`src/rtl/sram_ctrl_pkg.sv`:
```
// Shared types and constants for the single-port SRAM request controller.
package sram_ctrl_pkg;

    localparam int DATA_W_DEF = 80;
    localparam int DEPTH_DEF  = 32;
    localparam int ADDR_W_DEF = 5;

    // Macro pins are active-low.
    localparam logic CEB_ON  = 1'b0;
    localparam logic CEB_OFF = 1'b1;
    localparam logic WEB_WR  = 1'b0;
    localparam logic WEB_RD  = 1'b1;

    typedef enum logic {
        INIT = 1'b0,
        RUN  = 1'b1
    } state_t;

    typedef enum logic {
        GNT_READ  = 1'b0,
        GNT_WRITE = 1'b1
    } grant_t;

endpackage

```
`src/rtl/sram_resp_fifo.sv`:
```
// Two-entry response FIFO; when empty, incoming data is presented on the
// dequeue side in the same cycle and only stored if it is not taken.
module sram_resp_fifo
    import sram_ctrl_pkg::*;
#(
    parameter int DATA_W = DATA_W_DEF
) (
    input  logic              clock,
    input  logic              reset,
    input  logic              enq_valid,
    input  logic [DATA_W-1:0] enq_data,
    output logic              deq_valid,
    input  logic              deq_ready,
    output logic [DATA_W-1:0] deq_data,
    output logic [1:0]        count
);

    logic [DATA_W-1:0] ent0;
    logic [DATA_W-1:0] ent1;
    logic [1:0]        cnt;
    logic              deq_fire;

    assign count = cnt;

    always_comb begin
        deq_valid = (cnt != 2'd0) || enq_valid;
        deq_data  = (cnt != 2'd0) ? ent0 : enq_data;
        deq_fire  = deq_valid && deq_ready;
    end

    always_ff @(posedge clock) begin
        if (reset) begin
            cnt  <= 2'd0;
            ent0 <= '0;
            ent1 <= '0;
        end else begin
            case (cnt)
                2'd0: begin
                    if (enq_valid && !deq_ready) begin
                        ent0 <= enq_data;
                        cnt  <= 2'd1;
                    end
                end
                2'd1: begin
                    if (deq_fire && enq_valid) begin
                        ent0 <= enq_data;
                    end else if (deq_fire) begin
                        cnt <= 2'd0;
                    end else if (enq_valid) begin
                        ent1 <= enq_data;
                        cnt  <= 2'd2;
                    end
                end
                default: begin
                    // Full: the credit counter upstream guarantees no enqueue
                    // arrives without a dequeue in the same cycle.
                    if (deq_fire) begin
                        ent0 <= ent1;
                        if (enq_valid) begin
                            ent1 <= enq_data;
                        end else begin
                            cnt <= 2'd1;
                        end
                    end
                end
            endcase
        end
    end

endmodule

```
`src/rtl/sram_1p_ctrl.sv`:
```
// Request-side controller for the single-port SRAM macro: read/write arbitration,
// post-reset zero-fill and a credit-limited, order-preserving read response path.
//   state | meaning
//   INIT  | zero-writing addresses init_ptr = 0..DEPTH-1, requests blocked
//   RUN   | normal read/write service
module sram_1p_ctrl
    import sram_ctrl_pkg::*;
#(
    parameter int DATA_W        = DATA_W_DEF,
    parameter int DEPTH         = DEPTH_DEF,
    parameter int ADDR_W        = ADDR_W_DEF,
    parameter bit INIT_ON_RESET = 1'b1
) (
    input  logic              clock,
    input  logic              reset,
    input  logic              w_valid,
    output logic              w_ready,
    input  logic [ADDR_W-1:0] w_addr,
    input  logic [DATA_W-1:0] w_data,
    input  logic              r_valid,
    output logic              r_ready,
    input  logic [ADDR_W-1:0] r_addr,
    output logic              resp_valid,
    input  logic              resp_ready,
    output logic [DATA_W-1:0] resp_data,
    output logic              init_done,
    output logic              sram_ceb,
    output logic              sram_web,
    output logic [ADDR_W-1:0] sram_a,
    output logic [DATA_W-1:0] sram_d,
    input  logic [DATA_W-1:0] sram_q
);

    state_t            state;
    state_t            state_nxt;
    logic [ADDR_W-1:0] init_ptr;
    logic [ADDR_W-1:0] init_ptr_nxt;
    grant_t            last_grant;
    grant_t            last_grant_nxt;
    logic [1:0]        occ;
    logic [1:0]        occ_nxt;
    logic              rd_pend;
    logic              rd_credit;
    logic              w_gnt;
    logic              r_gnt;
    logic              resp_fire;
    logic              fifo_valid;
    logic [DATA_W-1:0] fifo_data;
    logic [1:0]        fifo_count;

    assign rd_credit = (occ < 2'd2);

    always_comb begin
        state_nxt      = state;
        init_ptr_nxt   = init_ptr;
        last_grant_nxt = last_grant;
        w_ready        = 1'b0;
        r_ready        = 1'b0;
        init_done      = 1'b0;
        w_gnt          = 1'b0;
        r_gnt          = 1'b0;
        sram_ceb       = CEB_OFF;
        sram_web       = WEB_RD;
        sram_a         = '0;
        sram_d         = '0;
        // Reset gates every pin so the macro sees no access while it is held.
        if (!reset) begin
            case (state)
                INIT: begin
                    sram_ceb     = CEB_ON;
                    sram_web     = WEB_WR;
                    sram_a       = init_ptr;
                    init_ptr_nxt = init_ptr + 1'b1;
                    if (init_ptr == ADDR_W'(DEPTH - 1)) begin
                        state_nxt    = RUN;
                        init_ptr_nxt = '0;
                    end
                end
                RUN: begin
                    init_done = 1'b1;
                    w_ready   = !(r_valid && rd_credit && (last_grant == GNT_WRITE));
                    r_ready   = rd_credit && !(w_valid && (last_grant == GNT_READ));
                    w_gnt     = w_valid && w_ready;
                    r_gnt     = r_valid && r_ready;
                    if (w_gnt) begin
                        sram_ceb = CEB_ON;
                        sram_web = WEB_WR;
                        sram_a   = w_addr;
                        sram_d   = w_data;
                    end else if (r_gnt) begin
                        sram_ceb = CEB_ON;
                        sram_web = WEB_RD;
                        sram_a   = r_addr;
                    end
                    // The round-robin bit only moves on a real conflict.
                    if (w_valid && r_valid && rd_credit) begin
                        last_grant_nxt = w_gnt ? GNT_WRITE : GNT_READ;
                    end
                end
                default: ;
            endcase
        end
    end

    always_comb begin
        occ_nxt = occ;
        case ({r_gnt, resp_fire})
            2'b10:   occ_nxt = occ + 2'd1;
            2'b01:   occ_nxt = occ - 2'd1;
            default: occ_nxt = occ;
        endcase
    end

    always_ff @(posedge clock) begin
        if (reset) begin
            state      <= INIT_ON_RESET ? INIT : RUN;
            init_ptr   <= '0;
            last_grant <= GNT_READ;
            occ        <= 2'd0;
            rd_pend    <= 1'b0;
        end else begin
            state      <= state_nxt;
            init_ptr   <= init_ptr_nxt;
            last_grant <= last_grant_nxt;
            occ        <= occ_nxt;
            rd_pend    <= r_gnt;
        end
    end

    // sram_q is only meaningful in the cycle after a read grant.
    sram_resp_fifo #(
        .DATA_W (DATA_W)
    ) u_resp_fifo (
        .clock     (clock),
        .reset     (reset),
        .enq_valid (rd_pend),
        .enq_data  (sram_q),
        .deq_valid (fifo_valid),
        .deq_ready (resp_ready),
        .deq_data  (fifo_data),
        .count     (fifo_count)
    );

    assign resp_valid = !reset && fifo_valid;
    assign resp_data  = resp_valid ? fifo_data : '0;
    assign resp_fire  = resp_valid && resp_ready;

    a_occ_tracks : assert property (@(posedge clock) disable iff (reset)
        occ == (2'(rd_pend) + fifo_count));

endmodule

```
`config.mk`:
```
export PLATFORM = sky130hd
export DESIGN_NAME = sram_1p_ctrl
export DESIGN_NICKNAME = d
export VERILOG_FILES = /design/src/rtl/sram_ctrl_pkg.sv /design/src/rtl/sram_resp_fifo.sv /design/src/rtl/sram_1p_ctrl.sv
export SDC_FILE = /design/constraint.sdc
export NUM_CORES = 1
export LEC_CHECK = 0
export CAP_MARGIN = 10
export CORE_MARGIN = 2
export CORE_UTILIZATION = 35
export DETAILED_ROUTE_END_ITERATION = 10
export PLACE_DENSITY = 0.7
export SYNTH_ARGS = -nofsm -noshare
export SYNTH_HDL_FRONTEND = slang
export SYNTH_SLANG_ARGS = --single-unit
```
`constraint.sdc`:
```
create_clock -name clock -period 6.2 [get_ports clock]
set_clock_uncertainty 0.15 [all_clocks]
set_input_delay 1.24 -clock clock [delete_from_list [all_inputs] [get_ports clock]]
set_output_delay 1.24 -clock clock [all_outputs]
set_load 0.02 [all_outputs]
```
== After elaboration in Yosys (flattened, before gate mapping) ==
Index checks and enable logic that the tools add are counted.

* Output and inout bits: 171
* Logic and storage cells: 97
* Bits of input ports: 175
* Flip-flop bits (word level): 172

* Reductions and logical operators: 27
* Bitwise logic cells: 3
* Order comparisons: 1
* Mux-type cells: 45
* Add/subtract/negate cells: 3
* Equality and inequality tests: 10

{| class="wikitable"
|+ Operator list
! cell !! number
|-
| $mux W80 || 12
|-
| $pmux W80 S2 || 2
|-
| $mux W5 || 4
|-
| $mux W1 || 16
|-
| $logic_and A1 B1 Y1 || 13
|-
| $mux W2 || 6
|-
| $pmux W5 S2 || 1
|-
| $pmux W2 S2 || 2
|-
| $reduce_bool A2 Y1 || 3
|-
| $add A5 B1 Y5 const B || 1
|-
| $eq A5 B5 Y1 const B || 1
|-
| $reduce_and A5 Y1 || 1
|-
| $eq A2 B1 Y1 const B || 2
|-
| $logic_not A1 Y1 || 4
|-
| $ne A2 B1 Y1 const B || 2
|-
| $ne A2 B2 Y1 const B || 2
|-
| $pmux W1 S2 || 2
|-
| $reduce_and A4 Y1 || 1
|-
| $ne A3 B1 Y1 const B || 1
|-
| $ne A3 B2 Y1 const B || 1
|-
| $not A1 Y1 || 3
|-
| $reduce_and A3 Y1 || 1
|-
| $reduce_bool A3 Y1 || 1
|-
| $add A2 B1 Y2 const B || 1
|-
| 6 further kinds || 6
|}

== Longest topological paths before layout ==
Gate-level depths: netlist of run 1.

* Word-level depth: 9
* Gate-level depth with buffers: 11
* Gate-level depth less buffers: 7

== By module ==
From an unflattened synthesis of run 1, not the netlist that was laid out.

* Cell total of the unflattened synthesis: 1079
* Area total of the unflattened synthesis: 10525.1 µm²

{| class="wikitable"
|+ Modules (own cells, without submodules)
! module !! sequential area each (µm²) !! cells each !! area each (µm²) !! instances
|-
| sram_resp_fifo || 3243.1 || 830 || 8805.9 || 1
|-
| sram_1p_ctrl || 200.2 || 249 || 1719.1 || 1
|}

== Worst setup path before layout of run 1 ==
OpenSTA, ideal clock, no wires.

* Path kind: input to output
* From: input reset
* To: output sram_d[0]
* Arrival time: 2.526 ns
* Stages on the path: 7
* Path buffers: 3
* Data required time: 4.810 ns
* Path slack: 2.284 ns
* Cell sequence: clkbuf_1 nand2b_1 inv_2 and3_1 clkbuf_1 clkbuf_1 and2_1

* Word-level cells in the longest chain between the ends: 1

{| class="wikitable"
|+ RTL lines
! item !! RTL line !! source
|-
| start: declaration || sram_1p_ctrl.sv:15 || <nowiki>input logic reset,</nowiki>
|-
| $mux W80 || sram_1p_ctrl.sv:67 || <nowiki>if (!reset) begin</nowiki>
|-
| end: declaration || sram_1p_ctrl.sv:30 || <nowiki>output logic [DATA_W-1:0] sram_d,</nowiki>
|}

Every way passes these cells.

== Worst setup path after layout of run 1 ==
* From: input r_valid
* To: output sram_d[77]

* Word-level cells in the longest chain between the ends: 7

{| class="wikitable"
|+ RTL lines
! item !! RTL line !! source
|-
| start: declaration || sram_1p_ctrl.sv:20 || <nowiki>input logic r_valid,</nowiki>
|-
| $logic_and A1 B1 Y1 (2 in a row) || sram_1p_ctrl.sv:81 || <nowiki>w_ready = !(r_valid && rd_credit && (last_grant == GNT_WRITE));</nowiki>
|-
| $logic_not A1 Y1 || sram_1p_ctrl.sv:81 ||
|-
| $logic_and A1 B1 Y1 || sram_1p_ctrl.sv:83 || <nowiki>w_gnt = w_valid && w_ready;</nowiki>
|-
| $mux W80 || sram_1p_ctrl.sv:85 || <nowiki>if (w_gnt) begin</nowiki>
|-
| $mux W80 || sram_1p_ctrl.sv:68 || <nowiki>case (state)</nowiki>
|-
| $mux W80 || sram_1p_ctrl.sv:67 ||
|}

Every way passes these cells.

==> impl_metrics.env, run 1 <==
export IMPL_run_status="complete, no violations"
export IMPL_multi_input_comb_area_um2=6150
export IMPL_ctsHtreeMaxLevel=4
export IMPL_drc=0
export IMPL_postLayoutSetupSlackWorst_ns=1.17
export IMPL_postSynth_asyncResetShare_pct=0
export IMPL_synth_enable_flop_cells=0
export IMPL_tritoncts="done"
export IMPL_max_freq_mhz=199
export IMPL_portBuffers=345
export IMPL_synthMostInstantiatedCell="dfxtp_1"
export IMPL_place_gp_congestion=0.906
export IMPL_cp_max_fo=80
export IMPL_fp_coreArea_um2=28600
export IMPL_ant_nets=0
export IMPL_start_kind="primary input"
export IMPL_holdCritPathClass="flip-flop to flip-flop"
export IMPL_clk_latency_ns=0.43
export IMPL_worstPathRequired_ns=4.81
export IMPL_detailedPlace_worstSlack_ns=1.18
export IMPL_fp_row_count=62
export IMPL_post_synth_inst_count=1185
export IMPL_detailedPlacementHpwl_um=22200
export IMPL_drv_cap=0
export IMPL_dpl_cell_area_um2=13700
export IMPL_crit_path_category="primary input to primary output"
export IMPL_die_w_um=174
export IMPL_drt_total_wl_um=34400
export IMPL_drive_gt1_share_pct=9.46
export IMPL_gr_total_overflow=0
export IMPL_cellLeakagePower_nw=4.74
export IMPL_design_die_area_um2=30400
export IMPL_adder_and_majority_cell_fraction_of_the_synthesized_area_pct=0.370
export IMPL_boundaryPins=346
export IMPL_final_max_slew_violation_count=0
export IMPL_nets=1613
export IMPL_power_per_cell_area_nw_per_um2=171
export IMPL_cts_resized=0
export IMPL_yosys_mux_area_fraction_pct=16.0
export IMPL_seq_area_um2=3450
export IMPL_cts_made_buffers=17
export IMPL_critical_path_arrival_ns=3.64
export IMPL_fillCellCount=2690
export IMPL_slew_limit_headroom_pct=23.0
export IMPL_synth_top_flop_cell="dfxtp_1"
export IMPL_placed_cells=1800
export IMPL_synthDominantCellAreaShare_pct=33.9
export IMPL_ys_warnings_count=0
export IMPL_synth_seq_cells=172
export IMPL_post_synth_xor_area_fraction_pct=0.345
export IMPL_post_layout_nonfiller_instances=1835
export IMPL_mappedNetlistNets=1363
export IMPL_synthToLayoutAreaGrowth_pct=40.9
export IMPL_synth_compound_gate_area_share_pct=15.2
export IMPL_netlist_top_cells_area="dfxtp_1 (34%), mux2i_1 (16%), nand2b_1 (10%)"
export IMPL_syn_avg_cell_area_um2=8.56
export IMPL_postCtsHoldBufs=0
export IMPL_initial_core_util_pct=35.4
export IMPL_final_core_utilization_pct=50.0
export IMPL_viasPerCell=5.12
export IMPL_post_synthesis_instance_area_um2=10100
export IMPL_clock_tree_root_cell="clkbuf_16"
export IMPL_irDropWorstVdd_mv=0.175
export IMPL_pin_count_of_the_biggest_net_entering_global_routing=208
export IMPL_cts_buffer_depth=2
export IMPL_post_cts_setup_buffers=0
export IMPL_worst_setup_hold_path_clk_slew_ns=0.07
export IMPL_cts_num_sinks=172
export IMPL_synth_simple_area_share_pct=28.3
export IMPL_timing_reg2reg_setup_slack_ns=3.14
export IMPL_antenna_found_initial=3
export IMPL_final_design_area_no_fill_um2=14300
export IMPL_grt_first_pass_wirelength_um=52700
export IMPL_synth_sequential_area_ratio_pct=33.9
export IMPL_layout_min_cycle_time_ns=5.03
export IMPL_netlist_cell_type_count=38
export IMPL_post_route_period_util_pct=81.1
export IMPL_first_global_vias=9283
export IMPL_route_vias_total=9400
export IMPL_endpoint_kind="primary output"
export IMPL_die_h_um=174
export IMPL_synth_top_family_by_area="simple AND/OR/NAND/NOR gates"
export IMPL_overall_fraction_of_global_route_tracks_in_use_pct=22.0
export IMPL_power_mw=2.45
export IMPL_number_of_hold_violations_in_the_final_report=0
export IMPL_fin_hold_ws_ns=0.325
export IMPL_synth_top_cells_by_count="dfxtp_1 (172), nand2_1 (164), mux2i_1 (162), nand2b_1 (162), a21oi_1 (88)"
export IMPL_drt_iter0_drc=652
export IMPL_tns_ns=0
export IMPL_finalSetupViolations=0
export IMPL_timing_worst_slew_pin_value_ns=1.15
export IMPL_synth_top_area_cell="dfxtp_1"
export IMPL_detail_route_wl_per_cell_um=18.8
export IMPL_detail_route_first_pass_iterations=5
export IMPL_grt_setup_unrepaired="no"
## per-layer routing
layer	up-vias	global-route usage, %	wire (um)	part of all wire [%]
li1	4600	-	-	-
met1	4485	28.1	15100	44
met2	289	36.9	16700	49
met3	26	5.29	2060	6.0
met4	0	6.02	585	1.7
met5	-	0	0	0
## worst max-delay path, stage by stage
cell	delay [ns]
clkdlybuf4s50_1	0.45
nand3b_1	0.22
and3_2	0.84
and2_1	0.26
clkdlybuf4s50_1	0.61
## final cells by class
type                    instances  share of cell area (%)
inverters                       4                   0.105
flip-flops and latches        172                    24.1
diodes                          3                  0.0525
multi-input cells             883                    43.0
clock inverters                15                    1.22
clock buffers                  17                    2.98
repair buffers                357                    25.2
well taps                     384                    3.36
## where the power goes
group | internal [mW] | switching (mW)
Clock | 0.579 | 0.525
Sequential | 1.10 | 0.00250
Combinational | 0.140 | 0.0980
Total | 1.82 | 0.625
## sequential cells by signal, indices dropped and copies added, names as in the netlist
name / flops
rd_pend: 1
occ: 2
last_grant: 1
state: 1
init_ptr: 5
u_resp_fifo.ent0: 80
u_resp_fifo.count: 2
u_resp_fifo.ent1: 80
## path summary, 6_finish.rpt
path | cells after the start | startpoint | endpoint
max | 5 | r_valid | sram_d[77]
min | 2 | u_resp_fifo.ent1[2]$_SDFFE_PP0P_ | u_resp_fifo.ent1[2]$_SDFFE_PP0P_
max reg2reg | 6 | u_resp_fifo.count[1]$_SDFFE_PP0P_ | occ[1]$_SDFFE_PP0P_
min reg2reg | 2 | u_resp_fifo.ent1[2]$_SDFFE_PP0P_ | u_resp_fifo.ent1[2]$_SDFFE_PP0P_
## logic make-up after synthesis
kind of cell / after synthesis
XOR/XNOR: 4
buffers and inverters: 130
multiplexers: 162
AND/OR/NAND/NOR: 532
flip-flops: 172
adder cells (fa/ha/maj): 3
AO/OA/AOI/OAI: 182
## placed cells by master (no fill, tap or decap), types with 4 or more instances in the layout
cell             instances
clkdlybuf4s50_1        344
dfxtp_1                171
nand2_1                164
nand2b_1               162
mux2i_1                162
a21oi_1                 88
and2_1                  80
nor4_1                  80
a211oi_2                80
clkbuf_16               17
nor2_1                  15
nand3_1                 11
buf_4                    8
a311oi_1                 4
o21ai_0                  4
inv_6                    4
inv_8                    4
buf_12                   4
No activity file was read; power rests on OpenSTA's default activity.
==> inputs of run 2 (changes only) <==
clock period = 4.94 ns   (was 6.2 ns; I/O delays follow)
==> run 2 against run 1 <==
Net effect:
- setup slack got worse by 0.58 ns
- cell count rose by 0.65%
- combinational power rose by 26%
- first-iteration DRC count fell by 9.7%
- worst hold slack barely moved
- core utilization rose by 0.33 points
- non-clock buffer count rose by 8
- critical path depth did not move
- critical endpoint is now resp_data[4]
- largest cell class unchanged
==> impl_metrics.env, run 2 (synthesis results as in run 1) <==
export IMPL_worst_setup_hold_path_clk_slew_ns=0.08
export IMPL_overall_fraction_of_global_route_tracks_in_use_pct=22.4
export IMPL_first_global_vias=9391
export IMPL_route_vias_total=9494
export IMPL_drc=0
export IMPL_dpl_cell_area_um2=13800
export IMPL_detailedPlacementHpwl_um=23300
export IMPL_drt_iter0_drc=589
export IMPL_cts_buffer_depth=2
export IMPL_antenna_found_initial=7
export IMPL_timing_critical_path_buf_inv=2
export IMPL_power_mw=3.06
export IMPL_worstPathRequired_ns=3.80
export IMPL_cp_slowest_cell="clkdlybuf4s50_1"
export IMPL_die_w_um=174
export IMPL_final_max_slew_violation_count=0
export IMPL_detail_route_wl_per_cell_um=19.0
export IMPL_initial_core_util_pct=35.4
export IMPL_ant_nets=0
export IMPL_biggestRegsByFlops="u_resp_fifo.ent0: 80 flops, u_resp_fifo.ent1: 80 flops, init_ptr: 5 flops"
export IMPL_synthToLayoutAreaGrowth_pct=41.9
export IMPL_crit_path_category="flip-flop to primary output"
export IMPL_clk_latency_ns=0.42
export IMPL_path_cells="or2_4 > o21bai_4 > buf_4 > a21oi_1 > clkdlybuf4s50_1"
export IMPL_final_common_cell="clkdlybuf4s50_1"
export IMPL_post_cts_setup_buffers=0
export IMPL_tritoncts="done"
export IMPL_post_route_period_util_pct=88.0
export IMPL_grt_setup_unrepaired="no"
export IMPL_drt_total_wl_um=35100
export IMPL_holdCritPathClass="flip-flop to flip-flop"
export IMPL_pin_count_of_the_biggest_net_entering_global_routing=93
export IMPL_cts_made_buffers=17
export IMPL_mostFrequentLayoutCells="clkdlybuf4s50_1 (344), dfxtp_1 (171), nand2_1 (164)"
export IMPL_start_kind="flip-flop"
export IMPL_layout_min_cycle_time_ns=4.35
export IMPL_portBuffers=345
export IMPL_grt_first_pass_wirelength_um=54100
export IMPL_die_h_um=174
export IMPL_cts_num_sinks=172
export IMPL_power_per_cell_area_nw_per_um2=213
export IMPL_cellLeakagePower_nw=4.78
export IMPL_timing_worst_slew_pin_value_ns=1.12
export IMPL_max_freq_mhz=230
export IMPL_irDropWorstVdd_mv=0.215
export IMPL_ctsHtreeMaxLevel=4
export IMPL_critical_path_top_delay_family="buffers and inverters"
export IMPL_tns_ns=0
export IMPL_viasPerCell=5.14
export IMPL_fillCellCount=2642
export IMPL_final_design_area_no_fill_um2=14400
export IMPL_clock_tree_root_cell="clkbuf_16"
export IMPL_finalSetupViolations=0
export IMPL_postCtsHoldBufs=0
export IMPL_fp_row_count=62
export IMPL_cp_max_fo=41
export IMPL_endpoint_kind="primary output"
export IMPL_slew_limit_headroom_pct=25.3
export IMPL_design_die_area_um2=30400
export IMPL_critical_path_arrival_ns=3.21
export IMPL_number_of_hold_violations_in_the_final_report=0
export IMPL_run_status="complete, no violations"
export IMPL_drv_cap=0
export IMPL_place_gp_congestion=0.913
export IMPL_boundaryPins=346
export IMPL_gr_total_overflow=0
export IMPL_cts_resized=0
export IMPL_detail_route_first_pass_iterations=5
export IMPL_drive_gt1_share_pct=9.96
export IMPL_worst_path_largest_cell_delay_ns=0.58
export IMPL_fp_coreArea_um2=28600
export IMPL_nets=1621
[run 2: cell count changes in the layout (fill, tap and decap cells not counted)]
cell and delta:
inv_6 +1, inv_4 -1, buf_4 +6, inv_8 -1
diode_2 +4, buf_12 +2, clkinv_4 +1
[run 2: final timing paths]
kind,start,slack [ns],depth (start not counted),end
worst max-delay path,u_resp_fifo.count[1]$_SDFFE_PP0P_,0.59,5,resp_data[4]
worst min-delay path,u_resp_fifo.ent1[22]$_SDFFE_PP0P_,0.32,2,u_resp_fifo.ent1[22]$_SDFFE_PP0P_
worst max register to register,u_resp_fifo.count[1]$_SDFFE_PP0P_,1.73,5,u_resp_fifo.ent0[75]$_SDFFE_PP0P_
worst min register to register,u_resp_fifo.ent1[22]$_SDFFE_PP0P_,0.32,2,u_resp_fifo.ent1[22]$_SDFFE_PP0P_
[run 2: worst min-delay path, cell delays in order (launching register included)]
cell and delay (ns):
dfxtp_1 0.32, nand2b_1 0.06, mux2i_1 0.05
[run 2: cell type report]
class	instances	area (um^2)	share of cell area [%]
Timing Repair Buffer	365	3680	25.6
Inverter	4	15.0	0.104
Multi-Input combinational cell	883	6150	42.7
Sequential cell	172	3450	23.9
Clock buffer	17	425	2.96
Tap cell	384	480	3.34
Antenna cell	7	17.5	0.122
Clock inverter	15	174	1.21
[run 2: report_power, final]
group          leakage [nW]  switching [mW]  internal (mW)
sequential             1.39         0.00302           1.39
combinational          3.10           0.124          0.176
clock                 0.291           0.649          0.726
total                  4.78           0.776           2.29
[run 2: through the flow]
step | utilization [%] | cells | worst slack [ns] | hold slack, ns
after floorplan | - | 1185 | 1.53 | 0.298
after global placement | 48.1 | 1808 | 0.748 | 0.308
after detailed placement | 48.1 | 1808 | 0.676 | 0.313
after CTS | 50.2 | 1840 | 0.498 | 0.328
after global routing | 50.3 | 1847 | 0.411 | 0.333
final | 50.3 | 1847 | 0.594 | 0.325
[run 2: metal layers]
layer | global-route usage, % | part of all wire [%] | vias to the layer above
li1 | - | - | 4632
met1 | 28.2 | 44 | 4548
met2 | 36.9 | 49 | 290
met3 | 5.93 | 6.1 | 24
met4 | 8.40 | 1.7 | 0
met5 | 0 | 0 | -
